## src/rtl/alu_issue_stage.sv

```systemverilog
// ID->EX issue register for the pipelined MIPS core.
// Decodes opcode/funct into a 4-bit ALU control code, selects both ALU
// operands and registers them with the EX-side controls behind a
// valid/ready handshake (stall hold, flush-to-bubble). Also keeps
// saturating counts of issued and illegal instructions.
// Ports:
//   clk, rst                 clock, synchronous active-high reset
//   flush                    kill held/incoming op (branch redirect)
//   id_valid/id_ready        decode-side handshake (id_ready is combinational)
//   id_instr, id_rs_val/rt   instruction word and forwarded operands
//   ex_valid/ex_ready        EX-side handshake
//   ex_alucontrol, ex_first, ex_second, ex_dest, ex_regwrite,
//   ex_memread, ex_memwrite, ex_branch, ex_illegal   registered op toward EX
//   issue_cnt, illegal_cnt   saturating accept counters
module alu_issue_stage #(
  parameter int unsigned DATA_W = 32,
  parameter int unsigned CNT_W  = 16
) (
  input  logic              clk,
  input  logic              rst,
  input  logic              flush,
  input  logic              id_valid,
  output logic              id_ready,
  input  logic [31:0]       id_instr,
  input  logic [DATA_W-1:0] id_rs_val,
  input  logic [DATA_W-1:0] id_rt_val,
  output logic              ex_valid,
  input  logic              ex_ready,
  output logic [3:0]        ex_alucontrol,
  output logic [DATA_W-1:0] ex_first,
  output logic [DATA_W-1:0] ex_second,
  output logic [4:0]        ex_dest,
  output logic              ex_regwrite,
  output logic              ex_memread,
  output logic              ex_memwrite,
  output logic              ex_branch,
  output logic              ex_illegal,
  output logic [CNT_W-1:0]  issue_cnt,
  output logic [CNT_W-1:0]  illegal_cnt
);

  localparam logic [5:0] OP_RTYPE = 6'b000000;
  localparam logic [5:0] OP_ADDI  = 6'b001000;
  localparam logic [5:0] OP_SLTI  = 6'b001010;
  localparam logic [5:0] OP_ANDI  = 6'b001100;
  localparam logic [5:0] OP_ORI   = 6'b001101;
  localparam logic [5:0] OP_XORI  = 6'b001110;
  localparam logic [5:0] OP_LW    = 6'b100011;
  localparam logic [5:0] OP_SW    = 6'b101011;
  localparam logic [5:0] OP_BEQ   = 6'b000100;

  localparam logic [5:0] FN_ADD = 6'b100000;
  localparam logic [5:0] FN_SUB = 6'b100010;
  localparam logic [5:0] FN_XOR = 6'b100110;
  localparam logic [5:0] FN_OR  = 6'b100101;
  localparam logic [5:0] FN_AND = 6'b100100;
  localparam logic [5:0] FN_NOT = 6'b100111;
  localparam logic [5:0] FN_SLL = 6'b000000;
  localparam logic [5:0] FN_SRL = 6'b000010;
  localparam logic [5:0] FN_SLT = 6'b101010;

  localparam logic [3:0] ALU_ADD = 4'b0000;
  localparam logic [3:0] ALU_SUB = 4'b0001;
  localparam logic [3:0] ALU_XOR = 4'b0010;
  localparam logic [3:0] ALU_OR  = 4'b0011;
  localparam logic [3:0] ALU_AND = 4'b0100;
  localparam logic [3:0] ALU_NOT = 4'b0101;
  localparam logic [3:0] ALU_SLL = 4'b0110;
  localparam logic [3:0] ALU_SRL = 4'b0111;
  localparam logic [3:0] ALU_SLT = 4'b1000;
  localparam logic [3:0] ALU_ILL = 4'b1111;

  localparam logic [CNT_W-1:0] CNT_MAX = {CNT_W{1'b1}};

  // Instruction fields
  logic [5:0]  w_op;
  logic [4:0]  w_rt;
  logic [4:0]  w_rd;
  logic [4:0]  w_shamt;
  logic [5:0]  w_funct;
  logic [15:0] w_imm;
  logic [DATA_W-1:0] w_sext_imm;
  logic [DATA_W-1:0] w_zext_imm;
  logic [DATA_W-1:0] w_shamt_ext;
  logic w_unused_rs;

  assign w_op        = id_instr[31:26];
  assign w_rt        = id_instr[20:16];
  assign w_rd        = id_instr[15:11];
  assign w_shamt     = id_instr[10:6];
  assign w_funct     = id_instr[5:0];
  assign w_imm       = id_instr[15:0];
  assign w_sext_imm  = {{(DATA_W-16){w_imm[15]}}, w_imm};
  assign w_zext_imm  = DATA_W'(w_imm);
  assign w_shamt_ext = DATA_W'(w_shamt);
  // The rs index is only needed upstream for forwarding.
  assign w_unused_rs = &{1'b0, id_instr[25:21]};

  // Decoded op
  logic [3:0]        w_alu;
  logic [DATA_W-1:0] w_first;
  logic [DATA_W-1:0] w_second;
  logic [4:0]        w_dest;
  logic              w_rw;
  logic              w_mr;
  logic              w_mw;
  logic              w_br;
  logic              w_ill;
  logic              w_accept;

  // Decode: default is the illegal encoding with R-type operand routing.
  always_comb begin
    w_alu    = ALU_ILL;
    w_first  = id_rs_val;
    w_second = id_rt_val;
    w_dest   = w_rd;
    w_rw     = 1'b0;
    w_mr     = 1'b0;
    w_mw     = 1'b0;
    w_br     = 1'b0;
    w_ill    = 1'b1;
    case (w_op)
      OP_RTYPE: begin
        w_ill = 1'b0;
        w_rw  = 1'b1;
        case (w_funct)
          FN_ADD: w_alu = ALU_ADD;
          FN_SUB: w_alu = ALU_SUB;
          FN_XOR: w_alu = ALU_XOR;
          FN_OR:  w_alu = ALU_OR;
          FN_AND: w_alu = ALU_AND;
          FN_NOT: w_alu = ALU_NOT;
          FN_SLT: w_alu = ALU_SLT;
          FN_SLL, FN_SRL: begin
            w_alu    = (w_funct == FN_SLL) ? ALU_SLL : ALU_SRL;
            w_first  = id_rt_val;
            w_second = w_shamt_ext;
          end
          default: begin
            w_ill = 1'b1;
            w_rw  = 1'b0;
          end
        endcase
      end
      OP_ADDI, OP_SLTI, OP_LW: begin
        w_alu    = (w_op == OP_SLTI) ? ALU_SLT : ALU_ADD;
        w_second = w_sext_imm;
        w_dest   = w_rt;
        w_rw     = 1'b1;
        w_mr     = (w_op == OP_LW);
        w_ill    = 1'b0;
      end
      OP_ANDI, OP_ORI, OP_XORI: begin
        w_alu    = (w_op == OP_ANDI) ? ALU_AND :
                   (w_op == OP_ORI)  ? ALU_OR  : ALU_XOR;
        w_second = w_zext_imm;
        w_dest   = w_rt;
        w_rw     = 1'b1;
        w_ill    = 1'b0;
      end
      OP_SW: begin
        w_alu    = ALU_ADD;
        w_second = w_sext_imm;
        w_dest   = w_rt;
        w_mw     = 1'b1;
        w_ill    = 1'b0;
      end
      OP_BEQ: begin
        w_alu  = ALU_SUB;
        w_dest = w_rt;
        w_br   = 1'b1;
        w_ill  = 1'b0;
      end
      default: ;
    endcase
    // r0 is hardwired to zero, so never write it back.
    if (w_dest == 5'd0) w_rw = 1'b0;
  end

  // Issue register state
  logic              r_valid;
  logic [3:0]        r_alu;
  logic [DATA_W-1:0] r_first;
  logic [DATA_W-1:0] r_second;
  logic [4:0]        r_dest;
  logic              r_rw;
  logic              r_mr;
  logic              r_mw;
  logic              r_br;
  logic              r_ill;
  logic [CNT_W-1:0]  r_issue_cnt;
  logic [CNT_W-1:0]  r_illegal_cnt;

  assign id_ready = !r_valid || ex_ready;
  assign w_accept = id_valid && id_ready;

  // Payload only moves on a non-flushed accept, so stalls and bubbles hold it.
  always_ff @(posedge clk) begin
    if (rst) begin
      r_valid       <= 1'b0;
      r_alu         <= 4'd0;
      r_first       <= '0;
      r_second      <= '0;
      r_dest        <= 5'd0;
      r_rw          <= 1'b0;
      r_mr          <= 1'b0;
      r_mw          <= 1'b0;
      r_br          <= 1'b0;
      r_ill         <= 1'b0;
      r_issue_cnt   <= '0;
      r_illegal_cnt <= '0;
    end else begin
      if (flush) begin
        r_valid <= 1'b0;
      end else if (w_accept) begin
        r_valid  <= 1'b1;
        r_alu    <= w_alu;
        r_first  <= w_first;
        r_second <= w_second;
        r_dest   <= w_dest;
        r_rw     <= w_rw;
        r_mr     <= w_mr;
        r_mw     <= w_mw;
        r_br     <= w_br;
        r_ill    <= w_ill;
      end else if (ex_ready) begin
        r_valid <= 1'b0;
      end

      if (w_accept && !flush) begin
        if (r_issue_cnt != CNT_MAX) r_issue_cnt <= r_issue_cnt + CNT_W'(1);
        if (w_ill && (r_illegal_cnt != CNT_MAX)) r_illegal_cnt <= r_illegal_cnt + CNT_W'(1);
      end
    end
  end

  assign ex_valid      = r_valid;
  assign ex_alucontrol = r_alu;
  assign ex_first      = r_first;
  assign ex_second     = r_second;
  assign ex_dest       = r_dest;
  assign ex_regwrite   = r_rw;
  assign ex_memread    = r_mr;
  assign ex_memwrite   = r_mw;
  assign ex_branch     = r_br;
  assign ex_illegal    = r_ill;
  assign issue_cnt     = r_issue_cnt;
  assign illegal_cnt   = r_illegal_cnt;

endmodule
```

## config.mk

```make
export PLATFORM = sky130hd
export DESIGN_NAME = alu_issue_stage
export DESIGN_NICKNAME = d
export VERILOG_FILES = /design/src/rtl/alu_issue_stage.sv
export SDC_FILE = /design/constraint.sdc
export NUM_CORES = 1
export LEC_CHECK = 0
export ABC_AREA = 1
export BUFFER_PORTS_ARGS = -buffer_cell sky130_fd_sc_hd__buf_4
export CELL_PAD_IN_SITES_DETAIL_PLACEMENT = 1
export CELL_PAD_IN_SITES_GLOBAL_PLACEMENT = 2
export CORE_MARGIN = 2
export CORE_UTILIZATION = 28
export CTS_CLUSTER_SIZE = 40
export DETAILED_ROUTE_END_ITERATION = 6
export PLACE_DENSITY = 0.83
export SLEW_MARGIN = 20
export SYNTH_ARGS = -nofsm -noshare
export SYNTH_HDL_FRONTEND = slang
export SYNTH_SLANG_ARGS = --single-unit
```

## constraint.sdc

```tcl
create_clock -name clk -period 2.9 [get_ports clk]
set_input_delay 0.145 -clock clk [delete_from_list [all_inputs] [get_ports clk]]
set_output_delay 0.145 -clock clk [all_outputs]
set_load 0.005 [all_outputs]
```

==> results.ini <==
[layout]
diodes=0
final_core_util_pct=39.6
seq_area_um2=2220
drive_gt1_share_pct=26.1
nets=1073
n_fill_cell=2535
area_growth_pct=38.9
multi_input_area_um2=2770

[timing]
fin_crit_ps=2190
fin_setup_tns_ps=0
post-route-period-util_pct=75.4
skew_ps=4.44
hold_viol=0
slew_violations=0
relSlewSlack_pct=51.8
tightest_slew_ps=723
rsz0062_at_grt=no
timing.fmax_ghz=0.457
setup_viol=0

[setup_path]
path_buf_inv=0
worst_path_dominant_cell_family=simple AND/OR/NAND/NOR gates
worst_ep_required_time_ps=3190
crit_fanout=16
worst_path_max_delay_cell=dfxtp_1
criticalPathCategory=reg -> reg
cp-end-kind=register
cpPeakStageDelay_ps=400
crit_arrival_ps=2480
crit_chain=ha_1, nand2_1, nor3_4, nand3_2, nor3_4, nand3b_4, nand3_4, nand2_1, a21oi_2
worstSetupStartpointType=register

[synth]
synth.ff_latch_count=111
synth_nets=887
synth_area_per_cell_um2=7.05
synthesis.area_um2=5530
synth_edf_count=0
post_synth_num_cell_types=37
postSynthCellCount=784
ys_seq_area_share_pct=40.2
synth_ff_type=dfxtp_1
async_flop_share_pct=0
yosysWarnings=0

[clocking]
cts_tree=yes
cts_root_buf=clkbuf_16
clk_pin_slew_worst_paths_ps=80
cts_buffers=9
cts-resized-gates=0
postCtsSetupRepairBufs=0
cts.htree.levels=3
clock_sinks=111
cts_hold_buf=1
cts_max_path_buffers=2
insertion_delay_ps=360

[routing]
vias=5849
drtIter0Drc=207
antenna_left=0
dr_wl_met2_mm=9.20
wl_per_cell_um=15.8
wl_met3_mm=1.25
vias_per_cell=4.72
wl_met1_mm=8.84
drt-total-wl_mm=19.6
drc=0
dr.pass1.iters=4
route.top_layer_used=met4

[floorplanning]
start_util_pct=28.5
core_area_um2=19400
die_h_um=144
dieArea_um2=20900
num_rows=51
ioPinCount=213
die_w_um=144

[global_routing]
grt_pass1_vias=5938
grtUsageTotal_pct=19.0
antenna_found_initial=0
grt_start_max_net_pins=74
overflow=0
grt_pass1_wl_mm=31.3

[power_and_ir_drop]
power_density_nw_per_um2=480
leakage_nw=3.67
max-vdd-ir-drop_v=0.000295

[outcome]
status=completed

[placement]
gp_congestion=0.793
dp_hpwl_mm=14.3
portBuffers=207

[min_path]
worstHoldPathType=in -> reg

[run]
maxCapViolations=0

[metal layers]
metal / up-vias / GRT usage [%]
met5: - / 0
met4: 0 / 5.52
met3: 16 / 4.90
met2: 137 / 31.2
met1: 2715 / 24.6
li1: 2981 / -
[cell usage in the layout, fill, tap and decap left out, types with 12 or more instances in the layout]
cell,synthesis,routed
o211ai_1,38,38
o21ai_0,49,49
nor3_1,12,12
dfxtp_1,111,111
nand4_1,16,16
a21oi_1,45,45
inv_1,88,88
nand2_1,196,196
buf_4,4,216
nor2_1,54,54
nand3_1,65,65
[final timing paths]
path	from	end	slack (ps)	cells after the start
worst max-delay path	illegal_cnt[0]	illegal_cnt[5]	710	9
worst min-delay path	id_instr[14]	ex_second[14]	40	3
worst max register to register	illegal_cnt[0]	illegal_cnt[5]	710	9
worst min register to register	issue_cnt[4]	issue_cnt[4]	490	2
[stage by stage]
stage | cell area (µm²) | std cells | hold slack (ps) | setup WS (ps) | total power [mW]
floorplan | 5530 | 784 | 218 | 1080 | 1.91
global placement | 7310 | 1223 | 345 | 736 | 2.22
detailed placement | 7310 | 1223 | 348 | 678 | 2.23
CTS | 7680 | 1240 | 31.8 | 687 | 3.75
global route | 7680 | 1240 | 47.6 | 493 | 3.87
finish | 7680 | 1240 | 44.8 | 712 | 3.69
[registers in the layout (all words and copies together) (netlist names)]
signal,count
ex_regwrite,1
ex_branch,1
illegal_cnt,16
ex_dest,5
ex_second,32
ex_memread,1
ex_valid,1
ex_memwrite,1
issue_cnt,16
ex_illegal,1
ex_first,32
ex_alucontrol,4
[synth_stat cells (2+ instances only)]
cell / instances / share of area (%)
o211ai_1: 38 / 5.2
inv_2: 3 / 0.20
nor3_1: 12 / 1.1
xor2_1: 11 / 1.7
nor3_4: 3 / 0.88
o21bai_1: 2 / 0.27
dfxtp_1: 111 / 40
a221oi_1: 11 / 1.7
a21oi_1: 45 / 4.1
buf_1: 3 / 0.20
inv_1: 88 / 6.0
xnor2_1: 5 / 0.79
a41oi_1: 5 / 0.79
nor2_2: 3 / 0.34
buf_4: 4 / 0.54
a31oi_1: 5 / 0.57
nand3_1: 65 / 5.9
nand3_2: 2 / 0.36
nor2_1: 54 / 3.7
nand4_1: 16 / 1.8
a21oi_2: 5 / 0.79
o21ai_0: 49 / 4.4
clkbuf_1: 27 / 1.8
buf_2: 8 / 0.72
nand2_1: 196 / 13
ha_1: 2 / 0.45
[kinds of logic (layout without fill, tap and decap cells)]
group	after synthesis	after routing	share of synthesized area, %
compound gates	163	163	18.4
xor+xnor	16	16	2.54
fa+ha+maj	2	2	0.453
buf+inv	135	326	9.76
flops	111	111	40.2
simple gates	357	357	28.6
[final cells by class]
| cell class | count | share of cell area (%) |
|---|---|---|
| Multi-Input combinational cell | 538 | 36.1 |
| Clock buffer | 10 | 3.11 |
| Sequential cell | 111 | 28.9 |
| Inverter | 92 | 4.50 |
| Tap cell | 265 | 4.32 |
| Clock inverter | 6 | 1.52 |
| Timing Repair Buffer | 218 | 21.5 |
[where the power goes]
group / leakage [nW] / internal [mW] / switching [mW] / total, mW
clock network: 0.173 / 0.876 / 0.627 / 1.50
logic: 2.59 / 0.263 / 0.274 / 0.538
registers: 0.910 / 1.60 / 0.0456 / 1.65
total: 3.67 / 2.74 / 0.947 / 3.69
[tightest hold or removal path, cell delays in order]
cell and delay [ps]:
buf_4 80, a221oi_1 60, nor2_1 80
No activity file was read; power rests on OpenSTA's default activity.
